`config.mk`:
```
export PLATFORM = sky130hd
export DESIGN_NAME = period_meter
export DESIGN_NICKNAME = d
export VERILOG_FILES = /design/src/rtl/period_meter.sv
export SDC_FILE = /design/constraint.sdc
export NUM_CORES = 1
export LEC_CHECK = 0
export CAP_MARGIN = 0
export CORE_ASPECT_RATIO = 1.1
export CORE_UTILIZATION = 50
export CTS_BUF_LIST = sky130_fd_sc_hd__clkbuf_4 sky130_fd_sc_hd__clkbuf_8 sky130_fd_sc_hd__clkbuf_16
export CTS_CLUSTER_SIZE = 14
export DETAILED_ROUTE_END_ITERATION = 8
export GPL_TIMING_DRIVEN = 0
export PLACE_DENSITY = 0.69
export SLEW_MARGIN = 10
export SYNTH_ARGS = -nofsm -noshare
export SYNTH_HDL_FRONTEND = slang
export SYNTH_SLANG_ARGS = --single-unit
```
`constraint.sdc`:
```
create_clock -name clock_in -period 2.9 [get_ports clock_in]
set_clock_uncertainty 0.15 [all_clocks]
set_input_delay 0.29 -clock clock_in [delete_from_list [all_inputs] [get_ports clock_in]]
set_output_delay 0.29 -clock clock_in [all_outputs]
set_load 0.01 [all_outputs]
```
`src/rtl/period_meter.sv`:
```
// period_meter
// ------------
// Measures a slow square wave (typically the divided project clock) against
// the system clock. One measurement reports, in clock_in cycles:
//   period_out : rising edge to next rising edge
//   high_out   : rising edge to the falling edge that follows it
// The result is presented with a valid/ack handshake. A stuck input aborts
// the measurement after TIMEOUT cycles and raises the sticky timeout flag.
//
// Ports:
//   clock_in   - system clock, all logic on the rising edge
//   reset_n    - asynchronous active-low reset
//   sig_in     - signal under measurement, asynchronous to clock_in
//   start      - one-cycle request to begin a measurement (honoured in IDLE/DONE)
//   ack        - consumer acknowledges the presented result
//   busy       - high while waiting for the first edge or measuring
//   valid      - result available on period_out/high_out
//   timeout    - sticky, last measurement aborted for lack of an edge
//   period_out - measured period in cycles
//   high_out   - measured high time in cycles
//
// Build option:
//   PERIOD_METER_CONTINUOUS_EN - when defined, every terminating rising edge
//   also starts the next measurement; valid becomes a one-cycle pulse per
//   completed period and ack is ignored. Undefined gives single-shot operation.

module period_meter #(
  parameter int unsigned          CNT_WIDTH = 28,
  parameter logic [CNT_WIDTH-1:0] TIMEOUT   = 28'd50000000
) (
  input  logic                 clock_in,
  input  logic                 reset_n,
  input  logic                 sig_in,
  input  logic                 start,
  input  logic                 ack,
  output logic                 busy,
  output logic                 valid,
  output logic                 timeout,
  output logic [CNT_WIDTH-1:0] period_out,
  output logic [CNT_WIDTH-1:0] high_out
);

  typedef enum logic [1:0] {
    IDLE    = 2'd0,
    ARM     = 2'd1,
    MEASURE = 2'd2,
    DONE    = 2'd3
  } state_t;

  localparam logic [CNT_WIDTH-1:0] CNT_ONE    = {{(CNT_WIDTH-1){1'b0}}, 1'b1};
  localparam logic [CNT_WIDTH-1:0] CNT_ZERO   = '0;
  localparam logic [CNT_WIDTH-1:0] CNT_ABORT  = TIMEOUT - CNT_ONE;

  state_t               state;
  logic [CNT_WIDTH-1:0] cnt;
  logic [CNT_WIDTH-1:0] cnt_inc;
  logic [CNT_WIDTH-1:0] high_cnt;
  logic                 fall_seen;
  logic                 sync1;
  logic                 sync2;
  logic                 sync3;
  logic                 rise;
  logic                 fall;
  logic                 cnt_at_limit;

  // Two-flop synchronizer followed by an edge register. Every edge passes
  // through the same three flops, so the fixed latency cancels out of the
  // measured intervals.
  always_ff @(posedge clock_in or negedge reset_n) begin
    if (!reset_n) begin
      sync1 <= 1'b0;
      sync2 <= 1'b0;
      sync3 <= 1'b0;
    end else begin
      sync1 <= sig_in;
      sync2 <= sync1;
      sync3 <= sync2;
    end
  end

  assign rise         = sync2 & ~sync3;
  assign fall         = ~sync2 & sync3;
  assign cnt_inc      = cnt + CNT_ONE;
  assign cnt_at_limit = (cnt == CNT_ABORT);

  // Measurement sequencer. The high time is captured into high_cnt and only
  // copied to high_out when the period completes, so an aborted measurement
  // leaves both result registers exactly as the last good measurement left
  // them. A rise with no fall in between is reported as 100% high.
  always_ff @(posedge clock_in or negedge reset_n) begin
    if (!reset_n) begin
      state      <= IDLE;
      cnt        <= CNT_ZERO;
      high_cnt   <= CNT_ZERO;
      fall_seen  <= 1'b0;
      busy       <= 1'b0;
      valid      <= 1'b0;
      timeout    <= 1'b0;
      period_out <= CNT_ZERO;
      high_out   <= CNT_ZERO;
    end else begin
      case (state)
        IDLE: begin
          if (start) begin
            state   <= ARM;
            cnt     <= CNT_ZERO;
            timeout <= 1'b0;
            busy    <= 1'b1;
          end
        end

        ARM: begin
          if (rise) begin
            state     <= MEASURE;
            cnt       <= CNT_ZERO;
            fall_seen <= 1'b0;
          end else if (cnt_at_limit) begin
            state   <= IDLE;
            timeout <= 1'b1;
            busy    <= 1'b0;
          end else begin
            cnt <= cnt_inc;
          end
        end

        MEASURE: begin
          valid <= 1'b0;
          if (rise) begin
            period_out <= cnt_inc;
            high_out   <= fall_seen ? high_cnt : cnt_inc;
            valid      <= 1'b1;
`ifdef PERIOD_METER_CONTINUOUS_EN
            cnt        <= CNT_ZERO;
            fall_seen  <= 1'b0;
`else
            state      <= DONE;
            busy       <= 1'b0;
`endif
          end else if (cnt_at_limit) begin
            state   <= IDLE;
            timeout <= 1'b1;
            busy    <= 1'b0;
          end else begin
            cnt <= cnt_inc;
            if (fall && !fall_seen) begin
              fall_seen <= 1'b1;
              high_cnt  <= cnt_inc;
            end
          end
        end

        DONE: begin
          // start takes priority over ack so a consumer can chain measurements
          if (start) begin
            state   <= ARM;
            cnt     <= CNT_ZERO;
            timeout <= 1'b0;
            valid   <= 1'b0;
            busy    <= 1'b1;
          end else if (ack) begin
            state <= IDLE;
            valid <= 1'b0;
          end
        end

        default: begin
          state <= IDLE;
          busy  <= 1'b0;
          valid <= 1'b0;
        end
      endcase
    end
  end

endmodule

```
==> Word-level counts from Yosys, hierarchy flattened <==
Index checks and enable logic that the tools add are counted.
{ "totals": {"ff_bits": 121, "in_bits": 5} }
{ "op_classes": {"n_addsub": 1, "eq_ne": 14, "n_mux": 31, "n_bitwise": 6, "n_reduce_logical": 15} }
{ "op_table": {"columns": ["operator", "count"], "rows": [
  ["$mux W28", 5],
  ["$pmux W28 S3", 1],
  ["$add A28 B1 Y28 const B", 1],
  ["$eq A28 B26 Y1 const B", 1],
  ["$mux W1", 14],
  ["$ne A2 B2 Y1 const B", 7],
  ["$mux W2", 6],
  ["$reduce_and A2 Y1", 5],
  ["$pmux W2 S4", 1],
  ["$pmux W1 S2", 3],
  ["$reduce_and A5 Y1", 1],
  ["$eq A2 B2 Y1 const B", 2],
  ["$ne A2 B1 Y1 const B", 2],
  ["$not A1 Y1", 4],
  ["$reduce_and A4 Y1", 1],
  ["$reduce_bool A2 Y1", 2],
  ["$reduce_or A2 Y1", 2],
  ["$ne A3 B3 Y1 const B", 1],
  ["$pmux W1 S3", 1],
  ["$reduce_and A3 Y1", 1],
  ["$and A1 B1 Y1", 2],
  ["$eq A2 B1 Y1 const B", 1],
  ["$logic_not A2 Y1", 1],
  ["$logic_and A1 B1 Y1", 1],
  ["$logic_not A1 Y1", 1]
]} }

==> Logic depth before layout (Yosys ltp) <==
Gate-level depths: netlist (run 1).
{ "logic_depth": {"word_depth": 7, "depth_mapped": 9, "ltp_nobuf": 7} }

==> Worst setup path before layout (run 1) <==
Ideal clock, no wire load.
{ "synth_path": {"kind": "flip-flop to flip-flop", "startpoint": "reg cnt[0]", "endpoint": "reg cnt[24]", "setup_time_ps": 78, "t_arrival_ps": 1974, "t_required_ps": 2672, "setup_slack_ps": 698, "path_stages_with_launch": 7, "n_path_buf": 0, "cell_sequence": "dfrtp_1 -> ha_1 -> nand4_2 -> nor4_4 -> nand4_1 -> or4_1 -> a21oi_1"} }
{ "synth_via": {"elab_chain_cells": 4, "word_cells_on_any_way": 6, "classes_between": "add/sub: 1; eq/ne: 1; mux: 4"} }
{ "synth_lines": {"columns": ["item", "line", "rtl"], "rows": [
  ["from (decl)", "55", "logic [CNT_WIDTH-1:0] cnt;"],
  ["from (signal assigned)", "122", "cnt <= cnt_inc;"],
  ["from (signal assigned)", "144", "cnt <= cnt_inc;"],
  ["$add A28 B1 Y28 / $eq A28 B26 Y1 (equally long branches)", "83, 84", null],
  ["$mux W28 (*)", "117, 139", null],
  ["$mux W28, on equally long branches", "128, 113", null],
  ["$pmux W28 S3 (*)", "102", "case (state)"]
]} }
Mark *: on every way between the ends. The rest lies on a longest branch, timed or not. The select of a mux whose other input is x is not followed.
A chain may end at the register's enable or synchronous reset.

==> Worst setup path after layout (run 1) <==
{ "layout_path": {"startpoint": "reg state[0]", "endpoint": "reg high_out[5]"} }
{ "layout_via": {"elab_chain_cells": 2} }
{ "layout_lines": {"columns": ["item", "line", "rtl"], "rows": [
  ["from (decl)", "54", "state_t state;"],
  ["from (signal assigned)", "92", "state <= IDLE;"],
  ["from (signal assigned)", "105", "state <= ARM;"],
  ["from (signal assigned)", "114", "state <= MEASURE;"],
  ["$eq A2 B2 Y1", "102", null],
  ["$reduce_and A2 Y1 (no line)", null, null],
  ["to (signal assigned)", "130", "high_out <= fall_seen ? high_cnt : cnt_inc;"],
  ["to (decl)", "40", "output logic [CNT_WIDTH-1:0] high_out"]
]} }
Every way passes these cells.

==> run_results.csv, run 1 <==
group,metric,value,unit
place,place_congestion,0.936,
synthesis,post-synth-top-count-cell,"dfrtp_1",
critical_path,critical-path-top-cell-by-count,"clkbuf_1",
detailed_routing,detail_route.wl_per_cell,17.9,um
sta,worst_slew_margin_rel,43.7,%
detailed_routing,remaining_drc_errors,0,
detailed_routing,routed_wirelength,14.9,mm
cts,cts-root-buf,"clkbuf_16",
cts,cts-buffers-inserted,17,
cts,post-cts-setup-buffers,0,
power_and_ir_drop,total_leakage_power,3.15,nW
synthesis,async_flop_share,100,%
sta,worstMarginPinSlew,844,ps
critical_path,critical_path_required,3040,ps
layout,fin_area,0.00720,sq mm
critical_path,critical_path.endpoint_type,"flip-flop",
sta,final-hold-violation-count,0,
sta,fin_crit,2720,ps
cts,path_clk_slew,60,ps
layout,final_net_count,682,
critical_path,worst_path_dominant_cell_family,"buffers and inverters",
power_and_ir_drop,worst_ir_drop_vdd,0.496,mV
flow_run,maxCapViolations,0,
cts,cts_tree,"yes",
cts,cts.sink_count,121,
global_routing,grt_remaining_overflow,0,
global_routing,grt.total_usage,26.6,%
floorplan,core_area,0.0110,sq mm
synthesis,yosys-top-cells-count,"dfrtp_1, o21ai_0, nand2_1",
critical_path,critical_path_arrival,2850,ps
synthesis,synth_flop_cell,"dfrtp_1",
critical_path,worstPathBufferInverterCount,3,
floorplan,row_count,40,
synthesis,synth_area_leader_cell,"dfrtp_1",
critical_path,start_kind,"flip-flop",
floorplan,floorplan.initialDensity,51.7,%
synthesis,synth-warning-count,0,
cts,worst_skew_pair.late_latency,410,ps
floorplan,full_die_area,0.0118,sq mm
sta,period_share,93.8,%
floorplan,die_x,104,um
critical_path,cp_cell_sequence,"inv_1 > ha_1 > and3b_1 > clkbuf_1 > clkbuf_1 > mux2_2",
power_and_ir_drop,power_density,759,mW/mm^2
layout,flow.area_growth_from_synthesis,26.6,%
critical_path,classification_of_the_worst_setup_path,"reg2reg",
synthesis,post_synth.cell_area_avg,9.69,sq um
sta,hold_ws,173,ps
critical_path,critical_path_peak_fanout,10,
floorplan,chipHeight,114,um
place,placedInstanceArea,0.00653,sq mm
worst_hold_path,min_delay_path_class,"in2reg",
synthesis,number_of_library_cell_types_mapped_by_synthesis,47,
synthesis,postSynthRegisterBits,121,
floorplan,num_io_pins,64,
layout,ratio_of_cells_with_drive_above_1_in_the_final_layout,10.2,%
detailed_routing,drt_first_pass_iters,4,
critical_path,crit_path_max_incr_delay,690,ps
run_status,status,"finished, final reports clean",
detailed_routing,detail_route.iter0.violations,240,
cts,htree_num_levels,4,
detailed_routing,route.detailed.vias_per_inst,5.81,
synthesis,synth.top_cell.area_share,53.2,%
synthesis,synth.top_cells.by_area,"dfrtp_1, o21ai_0, nand2_1",
sta,fmax,0.368,GHz
global_routing,first_global_vias,4700,
synthesis,post_synthesis_cell_area,0.00569,sq mm
global_routing,grt_antenna_before_repair,0,
synthesis,synth.yosys.seq_area_share,53.2,%
cts,cts.path.max_buffers,2,
detailed_routing,vias_after_detailed_routing,4829,
place,portBuffers,63,
synthesis,netlist_instances,587,
critical_path,critical_path.slowest_cell,"clkbuf_1",
global_routing,maximum_number_of_pins_on_one_net_before_global_route_repair,68,
sta,grt_setup_unrepaired,"false",
detailed_routing,drtAntennaViolNets,0,
place,hpwlAfterDp,10.4,mm
layout,antenna_cells_inserted,0,
global_routing,grt_pass1_wl,24.4,mm
synthesis,number_of_nets_produced_by_synthesis,598,
sta,final_max_slew_viol_count,0,
synthesis,synth_edf_count,0,
sta,setup-violations-final,0,
cell type report:
class	instances	area, sq um
clock inverter	11	168
inverter	8	30.0
multi-input combinational	421	2490
buffer	37	156
clock buffer	21	474
timing repair buffer	65	669
fill	905	3810
tap	147	184
sequential	121	3030
sequential cells by signal, indices dropped and copies added (netlist names):
signal,count
cnt,28
high_cnt,28
high_out,28
period_out,28
state,2
busy,1
fall_seen,1
sync1,1
sync2,1
sync3,1
timeout,1
valid,1
cell usage in the layout, fill, tap and decap left out, types with 15 or more instances in the layout:
master	instances
a21oi_1	39
clkdlybuf4s50_1	62
clkbuf_1	26
nand2_1	92
clkbuf_16	17
o21ai_0	95
xnor2_1	15
nand3_1	18
dfrtp_1	121
and3_1	22
power breakdown:
group	leakage (nW)	total [mW]	internal [mW]	switching, mW
registers	1.67	1.90	1.81	0.0895
clock network	0.313	2.27	1.52	0.751
logic	1.17	1.30	0.440	0.857
what timing repair did:
item                                   CTS  global route
hold buffers                             1             0
setup endpoints to repair                0            51
endpoints found under the hold margin   54             0
gates resized for setup                  0            10
worst paths after layout:
kind / startpoint / to / slack (ps) / cells after the start
max reg2reg: state[0] / high_out[5] / 180 / 6
min reg2reg: sync1 / sync2 / 200 / 0
min: sig_in / sync1 / 170 / 1
max in group asynchronous: reset_n / cnt[8] / 1630 / 3
max: state[0] / high_out[5] / 180 / 6
min in group asynchronous: reset_n / period_out[20] / 260 / 2
cell families after synthesis:
kind of cell,Yosys count,share of synthesized area [%]
fa+ha+maj,6,1.32
simple gates,206,18.9
mux,19,3.54
flops,121,53.2
xor+xnor,27,4.16
compound gates,163,15.6
buf+inv,45,3.21
per-stage QoR:
step	power, mW	instances	TNS, ps	setup WS, ps	utilization [%]
2_1_floorplan	2.68	587	0	698	-
3_3_place_gp	3.14	797	-397150	-3290	59.1
3_5_place_dp	3.17	798	0	40.2	59.3
4_1_cts	5.45	831	0	36.7	65.3
5_1_grt	5.70	831	0	5.16	65.4
6_report	5.46	831	0	181	65.4
routing by layer:
metal	global-route usage [%]	vias up	wire length, um
met4	9.05	0	274
li1	-	2259	-
met2	44.3	159	7140
met1	34.8	2387	6690
met3	5.54	24	762
met5	0	-	0
No activity file was read; power rests on OpenSTA's default activity.
==> inputs of run 2 (changes only) <==
==> constraint.sdc (replaced) <==
create_clock -name clock_in -period 2.9 [get_ports clock_in]
set_clock_uncertainty 0.15 [all_clocks]
set_input_delay 0.58 -clock clock_in [delete_from_list [all_inputs] [get_ports clock_in]]
set_output_delay 0.58 -clock clock_in [all_outputs]
set_load 0.01 [all_outputs]
==> results of run 2 <==
Same layout as run 1 (identical final DEF). Status: finished, final reports clean.
Among the figures that moved: setup slack after placement 40.2 ps -> -136 ps; hold slack 173 ps -> 196 ps; end point of the worst hold path sync1 -> sync2
==> inputs of run 3 (changes only) <==
- ABC_CLOCK_PERIOD_IN_PS: not set -> 2900
==> results of run 3 <==
Same layout as run 1 (identical final DEF). Status: finished, final reports clean.
Among the figures that moved: setup slack after placement 40.2 ps -> -136 ps; hold slack 173 ps -> 196 ps; end point of the worst hold path sync1 -> sync2
